File: src/rtl/load_store_unit_if.sv
// Pipeline request/response channel plus the word-memory strobe bus of the load/store unit.
// Handshake: a request transfers on a rising edge where req_valid & req_ready; resp_valid is a one-cycle pulse that is never back-pressured.
interface load_store_unit_if;
    logic        req_valid;
    logic        req_ready;
    logic        req_is_store;
    logic [1:0]  req_size;
    logic        req_signed;
    logic [31:0] req_addr;
    logic [31:0] req_wdata;
    logic        resp_valid;
    logic [31:0] resp_rdata;
    logic        resp_err;
    logic        MemRead;
    logic        MemWrite;
    logic [31:0] Address;
    logic [31:0] Write_data;
    logic [31:0] Read_data;

    modport slave (
        input  req_valid, req_is_store, req_size, req_signed, req_addr, req_wdata, Read_data,
        output req_ready, resp_valid, resp_rdata, resp_err, MemRead, MemWrite, Address, Write_data
    );

    modport master (
        output req_valid, req_is_store, req_size, req_signed, req_addr, req_wdata, Read_data,
        input  req_ready, resp_valid, resp_rdata, resp_err, MemRead, MemWrite, Address, Write_data
    );
endinterface

File: src/rtl/load_store_unit.sv
// Byte-addressed load/store initiator for a 256 x 32-bit word memory with level strobes.
// Sub-word stores are done as read, merge, write; bad requests are answered without a memory access.
module load_store_unit #(
    parameter int MEM_LAT = 1
) (
    input  logic               clk,
    input  logic               rst_n,
    load_store_unit_if.slave   bus,
    output logic [2:0]         dbg_state
);

    localparam int CW = (MEM_LAT > 1) ? $clog2(MEM_LAT) : 1;
    localparam logic [CW-1:0] LAST = CW'(MEM_LAT - 1);

    typedef enum logic [2:0] {
        IDLE  = 3'd0,
        RD    = 3'd1,
        MERGE = 3'd2,
        WR    = 3'd3,
        RESP  = 3'd4,
        ERR   = 3'd5
    } state_t;

    state_t          state;
    logic [CW-1:0]   cnt;
    logic            is_store_q;
    logic [1:0]      size_q;
    logic            signed_q;
    logic [1:0]      lane_q;
    logic [15:0]     wdata_q;
    logic [31:0]     rd_word;

    // Only the word index bits of the byte address reach memory.
    logic unused_addr_hi;
    assign unused_addr_hi = ^bus.req_addr[31:10];

    assign dbg_state = state;

    function automatic logic req_is_bad(input logic [1:0] size, input logic [1:0] lo);
        req_is_bad = (size == 2'b11) ||
                     (size == 2'b01 && lo[0]) ||
                     (size == 2'b10 && lo != 2'b00);
    endfunction

    function automatic logic [31:0] extend(input logic [31:0] word, input logic [1:0] size,
                                           input logic sgn, input logic [1:0] lane);
        logic [7:0]  b;
        logic [15:0] h;
        b = word[{lane, 3'b000} +: 8];
        h = word[{lane[1], 4'b0000} +: 16];
        case (size)
            2'b00:   extend = {{24{sgn & b[7]}}, b};
            2'b01:   extend = {{16{sgn & h[15]}}, h};
            default: extend = word;
        endcase
    endfunction

    function automatic logic [31:0] merge(input logic [31:0] word, input logic [15:0] wd,
                                          input logic [1:0] size, input logic [1:0] lane);
        logic [31:0] m;
        m = word;
        if (size == 2'b00)
            m[{lane, 3'b000} +: 8] = wd[7:0];
        else
            m[{lane[1], 4'b0000} +: 16] = wd;
        merge = m;
    endfunction

    always_ff @(posedge clk) begin
        if (!rst_n) begin
            state          <= IDLE;
            cnt            <= '0;
            is_store_q     <= 1'b0;
            size_q         <= 2'b00;
            signed_q       <= 1'b0;
            lane_q         <= 2'b00;
            wdata_q        <= '0;
            rd_word        <= '0;
            bus.req_ready  <= 1'b0;
            bus.resp_valid <= 1'b0;
            bus.resp_rdata <= '0;
            bus.resp_err   <= 1'b0;
            bus.MemRead    <= 1'b0;
            bus.MemWrite   <= 1'b0;
            bus.Address    <= '0;
            bus.Write_data <= '0;
        end else begin
            case (state)
                IDLE: begin
                    if (bus.req_valid && bus.req_ready) begin
                        bus.req_ready <= 1'b0;
                        is_store_q    <= bus.req_is_store;
                        size_q        <= bus.req_size;
                        signed_q      <= bus.req_signed;
                        lane_q        <= bus.req_addr[1:0];
                        wdata_q       <= bus.req_wdata[15:0];
                        bus.Address   <= {24'b0, bus.req_addr[9:2]};
                        cnt           <= '0;
                        if (req_is_bad(bus.req_size, bus.req_addr[1:0])) begin
                            state          <= ERR;
                            bus.resp_valid <= 1'b1;
                            bus.resp_err   <= 1'b1;
                            bus.resp_rdata <= '0;
                        end else if (bus.req_is_store && bus.req_size == 2'b10) begin
                            state          <= WR;
                            bus.MemWrite   <= 1'b1;
                            bus.Write_data <= bus.req_wdata;
                        end else begin
                            state       <= RD;
                            bus.MemRead <= 1'b1;
                        end
                    end else begin
                        bus.req_ready <= 1'b1;
                    end
                end
                RD: begin
                    if (cnt == LAST) begin
                        bus.MemRead <= 1'b0;
                        cnt         <= '0;
                        if (is_store_q) begin
                            rd_word <= bus.Read_data;
                            state   <= MERGE;
                        end else begin
                            state          <= RESP;
                            bus.resp_valid <= 1'b1;
                            bus.resp_err   <= 1'b0;
                            bus.resp_rdata <= extend(bus.Read_data, size_q, signed_q, lane_q);
                        end
                    end else begin
                        cnt <= cnt + 1'b1;
                    end
                end
                // The idle strobe cycle here separates the read from the write.
                MERGE: begin
                    bus.Write_data <= merge(rd_word, wdata_q, size_q, lane_q);
                    bus.MemWrite   <= 1'b1;
                    state          <= WR;
                end
                WR: begin
                    if (cnt == LAST) begin
                        bus.MemWrite   <= 1'b0;
                        cnt            <= '0;
                        state          <= RESP;
                        bus.resp_valid <= 1'b1;
                        bus.resp_err   <= 1'b0;
                        bus.resp_rdata <= '0;
                    end else begin
                        cnt <= cnt + 1'b1;
                    end
                end
                RESP, ERR: begin
                    bus.resp_valid <= 1'b0;
                    bus.req_ready  <= 1'b1;
                    state          <= IDLE;
                end
                default: begin
                    state          <= IDLE;
                    bus.MemRead    <= 1'b0;
                    bus.MemWrite   <= 1'b0;
                    bus.resp_valid <= 1'b0;
                    bus.req_ready  <= 1'b0;
                end
            endcase
        end
    end

endmodule

File: src/flat_wrapper.sv
// flat-port wrapper written by rule: the top's interface ports become plain ports
module load_store_unit_flat 
#(
    parameter int MEM_LAT = 1
)
  (clk, rst_n, dbg_state, bus_req_valid, bus_req_is_store, bus_req_size, bus_req_signed, bus_req_addr, bus_req_wdata, bus_Read_data, bus_req_ready, bus_resp_valid, bus_resp_rdata, bus_resp_err, bus_MemRead, bus_MemWrite, bus_Address, bus_Write_data);
  load_store_unit_if bus_i ();
  input  logic clk;
  input  logic rst_n;
  output logic [2:0] dbg_state;
  input wire logic [$bits(bus_i.req_valid)-1:0] bus_req_valid;
  input wire logic [$bits(bus_i.req_is_store)-1:0] bus_req_is_store;
  input wire logic [$bits(bus_i.req_size)-1:0] bus_req_size;
  input wire logic [$bits(bus_i.req_signed)-1:0] bus_req_signed;
  input wire logic [$bits(bus_i.req_addr)-1:0] bus_req_addr;
  input wire logic [$bits(bus_i.req_wdata)-1:0] bus_req_wdata;
  input wire logic [$bits(bus_i.Read_data)-1:0] bus_Read_data;
  output wire logic [$bits(bus_i.req_ready)-1:0] bus_req_ready;
  output wire logic [$bits(bus_i.resp_valid)-1:0] bus_resp_valid;
  output wire logic [$bits(bus_i.resp_rdata)-1:0] bus_resp_rdata;
  output wire logic [$bits(bus_i.resp_err)-1:0] bus_resp_err;
  output wire logic [$bits(bus_i.MemRead)-1:0] bus_MemRead;
  output wire logic [$bits(bus_i.MemWrite)-1:0] bus_MemWrite;
  output wire logic [$bits(bus_i.Address)-1:0] bus_Address;
  output wire logic [$bits(bus_i.Write_data)-1:0] bus_Write_data;
  assign bus_i.req_valid = bus_req_valid;
  assign bus_i.req_is_store = bus_req_is_store;
  assign bus_i.req_size = bus_req_size;
  assign bus_i.req_signed = bus_req_signed;
  assign bus_i.req_addr = bus_req_addr;
  assign bus_i.req_wdata = bus_req_wdata;
  assign bus_i.Read_data = bus_Read_data;
  assign bus_req_ready = bus_i.req_ready;
  assign bus_resp_valid = bus_i.resp_valid;
  assign bus_resp_rdata = bus_i.resp_rdata;
  assign bus_resp_err = bus_i.resp_err;
  assign bus_MemRead = bus_i.MemRead;
  assign bus_MemWrite = bus_i.MemWrite;
  assign bus_Address = bus_i.Address;
  assign bus_Write_data = bus_i.Write_data;
  load_store_unit #(.MEM_LAT(MEM_LAT)) u_core (.clk(clk), .rst_n(rst_n), .bus(bus_i), .dbg_state(dbg_state));
endmodule
File: config.mk
export PLATFORM = sky130hd
export DESIGN_NAME = load_store_unit_flat
export DESIGN_NICKNAME = d
export VERILOG_FILES = /design/src/rtl/load_store_unit_if.sv /design/src/rtl/load_store_unit.sv /design/src/flat_wrapper.sv
export SDC_FILE = /design/constraint.sdc
export NUM_CORES = 1
export LEC_CHECK = 0
export ABC_CLOCK_PERIOD_IN_PS = 3070
export CAP_MARGIN = 20
export CORE_ASPECT_RATIO = 1.2
export CORE_MARGIN = 3
export CORE_UTILIZATION = 47
export DETAILED_ROUTE_END_ITERATION = 7
export GPL_ROUTABILITY_DRIVEN = 1
export GPL_TIMING_DRIVEN = 0
export PLACE_DENSITY = 0.79
export SYNTH_ARGS = -nofsm -noshare
export SYNTH_HDL_FRONTEND = slang
export SYNTH_SLANG_ARGS = --single-unit
File: constraint.sdc
create_clock -name clk -period 3.07 [get_ports clk]
set_clock_uncertainty 0.15 [all_clocks]
set_input_delay 0.4605 -clock clk [delete_from_list [all_inputs] [get_ports clk]]
set_output_delay 0.4605 -clock clk [all_outputs]
set_load 0.05 [all_outputs]
==> results.sh, run 1 <==
export IMPL_status="finished, final reports clean"
export IMPL_busiest_layer="met2"
export IMPL_reg2reg_to="u_core.bus.Write_data[18]"
export IMPL_die_height_um=135
export IMPL_dp_hpwl_um=15400
export IMPL_ys_types=60
export IMPL_met3_usage_pct=7.04
export IMPL_clk_pin_slew_ps=60
export IMPL_cts_sinks=134
export IMPL_start_util_pct=48.7
export IMPL_path_buf_inv=3
export IMPL_rr_startpoint="u_core.lane_q[1]"
export IMPL_fp_dieW_um=113
export IMPL_ir_drop_v=0.000356
export IMPL_synthCells=726
export IMPL_total_power_mw=4.81
export IMPL_rows=46
export IMPL_ff2ff_path_depth=8
export IMPL_grt_max_degree=17
export IMPL_drtIter0Drc=537
export IMPL_crit_chain="clkbuf_2, buf_2, inv_1, ha_1, or4b_1, o21ai_2, a22oi_1, o22ai_1"
export IMPL_synth_async_sr_flop_share_pct=0
export IMPL_cts_tree="built"
export IMPL_synthFlopType="dfxtp_1"
export IMPL_ys_ff_latch=134
export IMPL_cts_made_buffers=17
export IMPL_endpoint="u_core.bus.Write_data[18]"
export IMPL_grt_pass1_vias=6053
export IMPL_synth_edff_count=0
export IMPL_finalCritPeriodShare_pct=93.2
export IMPL_critPathLaunchType="flip-flop"
export IMPL_cpMaxStageDelayCell="or4b_1"
export IMPL_worst_pin_slew_ps=726
export IMPL_postCtsSetupBuffers=0
export IMPL_diodes=0
export IMPL_synth_top_family_by_area="compound AO/OA/AOI/OAI gates"
export IMPL_gr_usage_all_layers_pct=26.8
export IMPL_final_nets=1039
export IMPL_synthMuxAreaShare_pct=9.76
export IMPL_place_gp_congestion=0.921
export IMPL_drt_total_wl_um=20700
export IMPL_grt_pass1_wl_um=31800
export IMPL_yosys_warnings=0
export IMPL_syn_area_um2=6500
export IMPL_max_freq_ghz=0.349
export IMPL_postLayoutCoreUtil_pct=67.8
export IMPL_min_path_type="flip-flop to flip-flop"
export IMPL_setup_violations=0
export IMPL_antenna_found_initial=0
export IMPL_dieArea_um2=15300
export IMPL_vias=6279
export IMPL_relSlewSlack_pct=51.6
export IMPL_htree_levels=4
export IMPL_use_met1_pct=30.7
export IMPL_use_met2_pct=46.4
export IMPL_avgSynthCellArea_um2=8.95
export IMPL_area_growth_pct=39.4
export IMPL_yosys_area_share_xor_xnor_pct=0
export IMPL_num_io_pins=207
export IMPL_cp_max_fo=10
export IMPL_crit_family="buffers and inverters"
export IMPL_cap_viol_max_count=0
export IMPL_clk_path_buf_depth=2
export IMPL_rrSetupSlack_ps=210
export IMPL_drt_antenna_violating_nets=0
export IMPL_seq_area_frac_synth_pct=41.3
export IMPL_cp_arrival_ps=3050
export IMPL_drive_above_1_share_pct=10.3
export IMPL_leakage_nw=3.17
export IMPL_routedWlPerCell_um=18.7
export IMPL_crit_start="u_core.lane_q[1]"
export IMPL_synth_fa_ha_area_share_pct=1.54
export IMPL_fin_tns_setup_ps=0
export IMPL_drv_slew=0
export IMPL_synthSimpleGateAreaFrac_pct=14.9
export IMPL_required_ps=3260
export IMPL_place_ws_ps=25.3
export IMPL_drt_pass1_iterations=6
export IMPL_port_buffers=160
export IMPL_timing_hold_ws_ps=311
export IMPL_cpPeakStageDelay_ps=460
export IMPL_synth_compound_area_share_pct=25.4
export IMPL_cts_root_buf="clkbuf_16"
export IMPL_core_um2=13400
export IMPL_post_route_drc_count=0
export IMPL_worst_setup_path_end_kind="flip-flop"
export IMPL_power_density_nw_per_um2=531
export IMPL_cts_hold_buf=0
export IMPL_fin_ws_ps=209
export IMPL_num_fill_cells=1090
export IMPL_period_needed_ps=2860
export IMPL_cp_depth=8
export IMPL_hold_violations=0
export IMPL_viasPerCell=5.66
export IMPL_grt_ovfl_total=0
export IMPL_critPathKind="flip-flop to flip-flop"
export IMPL_clkLatencyLatePin_ps=430
export IMPL_rsz0062_at_grt="false"
-- stage by stage --
step,area [µm²],std cells
floorplan,6590,749
global placement,8400,1077
detailed placement,8400,1077
CTS,9050,1109
global route,9060,1109
finish,9060,1109
-- cells in the final DEF, fill, tap and decap left out, types with 4 or more instances in the layout --
cell type	n
buf_4	26
ha_1	8
a31oi_1	5
o21ai_0	29
clkdlybuf4s50_1	160
o2bb2ai_1	9
bufinv_16	5
or3_1	6
a22oi_1	19
nor2_1	10
buf_2	7
mux2_2	17
o22ai_1	30
dfxtp_1	134
inv_1	8
a22o_1	16
nand2_1	145
mux2i_1	42
clkbuf_16	17
clkbuf_1	39
a21boi_0	63
and3_1	9
a21oi_1	12
conb_1	24
a221o_1	6
nand2b_1	18
buf_1	4
a221oi_1	16
-- kinds of logic (layout without fill, tap and decap cells) --
logic type / count (synthesis) / count (layout)
AO/OA/AOI/OAI: 224 / 224
buffers and inverters: 88 / 280
adder cells (fa/ha/maj): 8 / 8
multiplexers: 60 / 60
flip-flops: 134 / 134
AND/OR/NAND/NOR: 211 / 211
other: 1 / 24
-- final cells by class --
type / instances / area, µm² / area share [%]
well taps: 168 / 210 / 2.32
multi-input cells: 527 / 3460 / 38.1
repair buffers: 160 / 1600 / 17.7
clock buffers: 20 / 447 / 4.93
flip-flops and latches: 134 / 2680 / 29.6
inverters: 9 / 33.8 / 0.373
clock inverters: 12 / 200 / 2.21
plain buffers: 79 / 428 / 4.72
-- flip-flops by register name, summed over array words and instances (netlist names) --
signal and count:
u_core.rd_word 32, u_core.signed_q 1, u_core.size_q 2, u_core.bus.MemWrite 1
u_core.bus.Write_data 32, u_core.bus.MemRead 1, u_core.lane_q 2, u_core.bus.resp_err 1
u_core.is_store_q 1, u_core.bus.resp_valid 1, u_core.bus.req_ready 1, u_core.bus.resp_rdata 32
u_core.bus.Address 8, u_core.dbg_state 3, u_core.wdata_q 16
-- cells in the mapped netlist (2+ instances only) --
library cell / count / share of area (%)
and3_1: 9 / 0.87
a21oi_1: 12 / 0.92
a22oi_1: 19 / 2.2
inv_1: 8 / 0.46
a221oi_1: 16 / 2.2
a221o_1: 6 / 0.92
a21boi_0: 63 / 7.3
nand4_1: 2 / 0.19
o2bb2ai_1: 9 / 1.2
mux2_2: 17 / 2.9
mux2i_1: 42 / 6.5
a31oi_1: 5 / 0.48
buf_4: 26 / 3.0
nor2b_1: 2 / 0.19
nand2b_1: 18 / 1.7
nor2_1: 10 / 0.58
o22ai_2: 2 / 0.38
a21o_1: 2 / 0.23
nand2_1: 145 / 8.4
buf_2: 7 / 0.54
o211a_1: 2 / 0.31
nand3_1: 3 / 0.23
or3_1: 6 / 0.58
ha_1: 8 / 1.5
buf_6: 3 / 0.52
clkbuf_1: 38 / 2.2
o21ai_0: 29 / 2.2
dfxtp_1: 134 / 41
and4_1: 2 / 0.27
o22ai_1: 30 / 2.9
buf_1: 4 / 0.23
nor3_1: 3 / 0.23
a22o_1: 16 / 2.2
and2_1: 2 / 0.19
-- report_power, final --
group / internal, mW / switching [mW]
clock network: 1.46 / 0.776
logic: 0.287 / 0.459
registers: 1.78 / 0.0431
-- timing repair --
item                                    in CTS  in global routing
pin swaps                                    0                  0
endpoints found under the setup margin       7                 16
resized for setup                            1                  3
-- worst min-delay path by stage --
stage | end | startpoint | cells past startpoint | slack, ps
2_1_floorplan | u_core.rd_word[16] | u_core.rd_word[16] | 2 | 290
3_3_place_gp | u_core.bus.resp_rdata[3] | u_core.bus.resp_rdata[3] | 1 | 300
3_5_place_dp | u_core.bus.resp_rdata[0] | u_core.bus.resp_rdata[0] | 1 | 300
4_1_cts | u_core.bus.Address[7] | u_core.bus.Address[7] | 2 | 320
5_1_grt | u_core.bus.resp_rdata[5] | u_core.bus.resp_rdata[5] | 1 | 340
6_report | u_core.bus.resp_rdata[0] | u_core.bus.resp_rdata[0] | 1 | 310
-- per-layer routing --
metal | vias to the layer above | routed length, µm
met4 | 0 | 767
met2 | 317 | 10500
met5 | - | 0
li1 | 2986 | -
met3 | 70 | 1630
met1 | 2906 | 7840
No activity file was read; power rests on OpenSTA's default activity.
==> run 2, diff against run 1 <==
--- a/config.mk
+++ b/config.mk
@@ -9,11 +9,11 @@
 export CAP_MARGIN = 20
 export CORE_ASPECT_RATIO = 1.2
 export CORE_MARGIN = 3
-export CORE_UTILIZATION = 47
+export CORE_UTILIZATION = 33
 export DETAILED_ROUTE_END_ITERATION = 7
 export GPL_ROUTABILITY_DRIVEN = 1
 export GPL_TIMING_DRIVEN = 0
-export PLACE_DENSITY = 0.79
+export PLACE_DENSITY = 0.58
 export SYNTH_ARGS = -nofsm -noshare
 export SYNTH_HDL_FRONTEND = slang
 export SYNTH_SLANG_ARGS = --single-unit
==> run 2 against run 1 <==
  * The run now ends with design-rule violations left
  * Design area increased by 0.76%
  * Combinational power rose by 0.5%
  * Hold slack worse by 1.1 ps
  * Critical path type unchanged
==> results.sh, run 2 (same netlist as run 1, synthesis figures left out) <==
export IMPL_violations="design-rule violations"
export IMPL_cts_made_buffers=17
export IMPL_drive_above_1_share_pct=10.5
export IMPL_antenna_found_initial=0
export IMPL_core_um2=19100
export IMPL_critPathKind="flip-flop to flip-flop"
export IMPL_whs_path_depth=2
export IMPL_diodes=0
export IMPL_die_height_um=160
export IMPL_drv_slew=0
export IMPL_worst_setup_path_end_kind="flip-flop"
export IMPL_viasPerCell=5.08
export IMPL_num_io_pins=207
export IMPL_worst_pin_slew_ps=782
export IMPL_cp_arrival_ps=3050
export IMPL_drt_total_wl_um=22300
export IMPL_p_int_mw=3.36
export IMPL_rr_startpoint="u_core.lane_q[1]"
export IMPL_period_needed_ps=2860
export IMPL_routedWlPerCell_um=18.6
export IMPL_setup_violations=0
export IMPL_rows=55
export IMPL_power_density_nw_per_um2=509
export IMPL_pwr_share_clk_pct=44.5
export IMPL_clk_pin_slew_ps=60
export IMPL_fp_dieW_um=134
export IMPL_clk_path_buf_depth=2
export IMPL_grt_pass1_wl_um=34200
export IMPL_pwr_share_seq_pct=39.3
export IMPL_fin_ws_ps=207
export IMPL_port_buffers=160
export IMPL_cap_viol_max_count=0
export IMPL_drt_antenna_violating_nets=0
export IMPL_hold_violations=0
export IMPL_sw_frac_of_total_pct=27.7
export IMPL_gr_usage_all_layers_pct=20.5
export IMPL_reg2reg_to="u_core.bus.Write_data[23]"
export IMPL_min_to="u_core.bus.Address[0]"
export IMPL_max_freq_ghz=0.349
export IMPL_min_from="u_core.bus.Address[0]"
export IMPL_clkLatencyLatePin_ps=420
export IMPL_cp_max_fo=10
export IMPL_layout_common_cells="clkdlybuf4s50_1 (160), nand2_1 (145), dfxtp_1 (134)"
export IMPL_p_comb_share_pct=16.1
export IMPL_dp_hpwl_um=17100
export IMPL_leakage_nw=3.16
export IMPL_rsz0062_at_grt="false"
export IMPL_cts_root_buf="clkbuf_16"
export IMPL_min_path_type="flip-flop to flip-flop"
export IMPL_cts_sinks=134
export IMPL_place_gp_congestion=0.903
export IMPL_drt_pass1_iterations=8
export IMPL_status="finished with violations"
export IMPL_place_ws_ps=-99.8
export IMPL_cts_tree="built"
export IMPL_ir_drop_v=0.000390
export IMPL_required_ps=3260
export IMPL_htree_levels=4
export IMPL_ff2ff_path_depth=8
export IMPL_final_nets=1039
export IMPL_power_switching_mw=1.29
export IMPL_total_power_mw=4.65
export IMPL_grt_ovfl_total=0
export IMPL_area_growth_pct=40.4
export IMPL_postCtsSetupBuffers=0
export IMPL_postLayoutCoreUtil_pct=47.7
export IMPL_post_route_drc_count=2
export IMPL_top_regs="u_core.bus.Write_data: 32 flops, u_core.bus.resp_rdata: 32 flops, u_core.rd_word: 32 flops"
export IMPL_critPathLaunchType="flip-flop"
export IMPL_start_util_pct=34.0
export IMPL_rrSetupSlack_ps=210
export IMPL_grt_max_degree=17
export IMPL_vias=6077
export IMPL_final_common_cell="clkdlybuf4s50_1"
export IMPL_relSlewSlack_pct=47.9
export IMPL_finalCritPeriodShare_pct=93.2
export IMPL_drtIter0Drc=522
export IMPL_dieArea_um2=21400
export IMPL_grt_pass1_vias=5971
[run 2: changes by cell type in the layout (fill, tap and decap cells not counted), sizes merged]
cell      delta
inv          -1
clkinvlp     +1
bufinv       -2
clkinv       +4
clkbuf       -2
[run 2: worst max path at each step]
stage | slack (ps) | startpoint | cells after the start | to
after floorplan | 550 | u_core.lane_q[1] | 8 | u_core.bus.Write_data[20]
after global placement | -110 | u_core.lane_q[1] | 8 | u_core.bus.Write_data[23]
after detailed placement | -100 | u_core.lane_q[1] | 8 | u_core.bus.Write_data[23]
after CTS | 70 | u_core.lane_q[1] | 8 | u_core.bus.Write_data[23]
after global routing | 80 | u_core.lane_q[1] | 8 | u_core.bus.Write_data[23]
final | 210 | u_core.lane_q[1] | 8 | u_core.bus.Write_data[23]
[run 2: timing repair]
action	4_1_cts	5_1_grt
hold buffers	0	0
gates resized for setup	1	4
endpoints found under the setup margin	8	16
[run 2: critical path, cell delays in order, from the launching register on]
cell      delay [ps]
dfxtp_1          350
clkbuf_2         210
buf_2            280
inv_1            230
ha_1             430
or4b_1           510
o21ai_4          270
a22oi_1          180
o22ai_1          180
[run 2: cell type report]
class | count | area [µm²]
clock buffer | 18 | 439
tap | 256 | 320
timing repair buffer | 160 | 1600
buffer | 79 | 428
multi-input combinational | 527 | 3460
clock inverter | 14 | 159
sequential | 134 | 2680
inverter | 9 | 33.8
fill | 1941 | 10000
[run 2: metal layers]
layer	global-route usage (%)	routed length [µm]	vias to the layer above
met5	0	0	-
met4	5.51	327	0
met3	4.06	1270	25
met2	36.5	11400	198
met1	25.0	9260	2870
li1	-	-	2984
[run 2: power groups by stage]
| stage | clock (mW) | sequential (mW) | combinational, mW |
|---|---|---|---|
| floorplan | 0 | 1.93 | 0.378 |
| global placement | 0 | 1.86 | 0.743 |
| detailed placement | 0 | 1.86 | 0.743 |
| CTS | 2.11 | 1.83 | 0.745 |
| global route | 2.19 | 1.83 | 0.802 |
| finish | 2.07 | 1.83 | 0.751 |
[run 2: stage by stage]
step / hold WS [ps] / area, µm² / cells / setup TNS (ps)
floorplan: 293 / 6590 / 749 / 0
global placement: 299 / 8510 / 1165 / -592
detailed placement: 301 / 8510 / 1165 / -603
CTS: 315 / 9110 / 1197 / 0
global route: 334 / 9130 / 1197 / 0
finish: 309 / 9130 / 1197 / 0
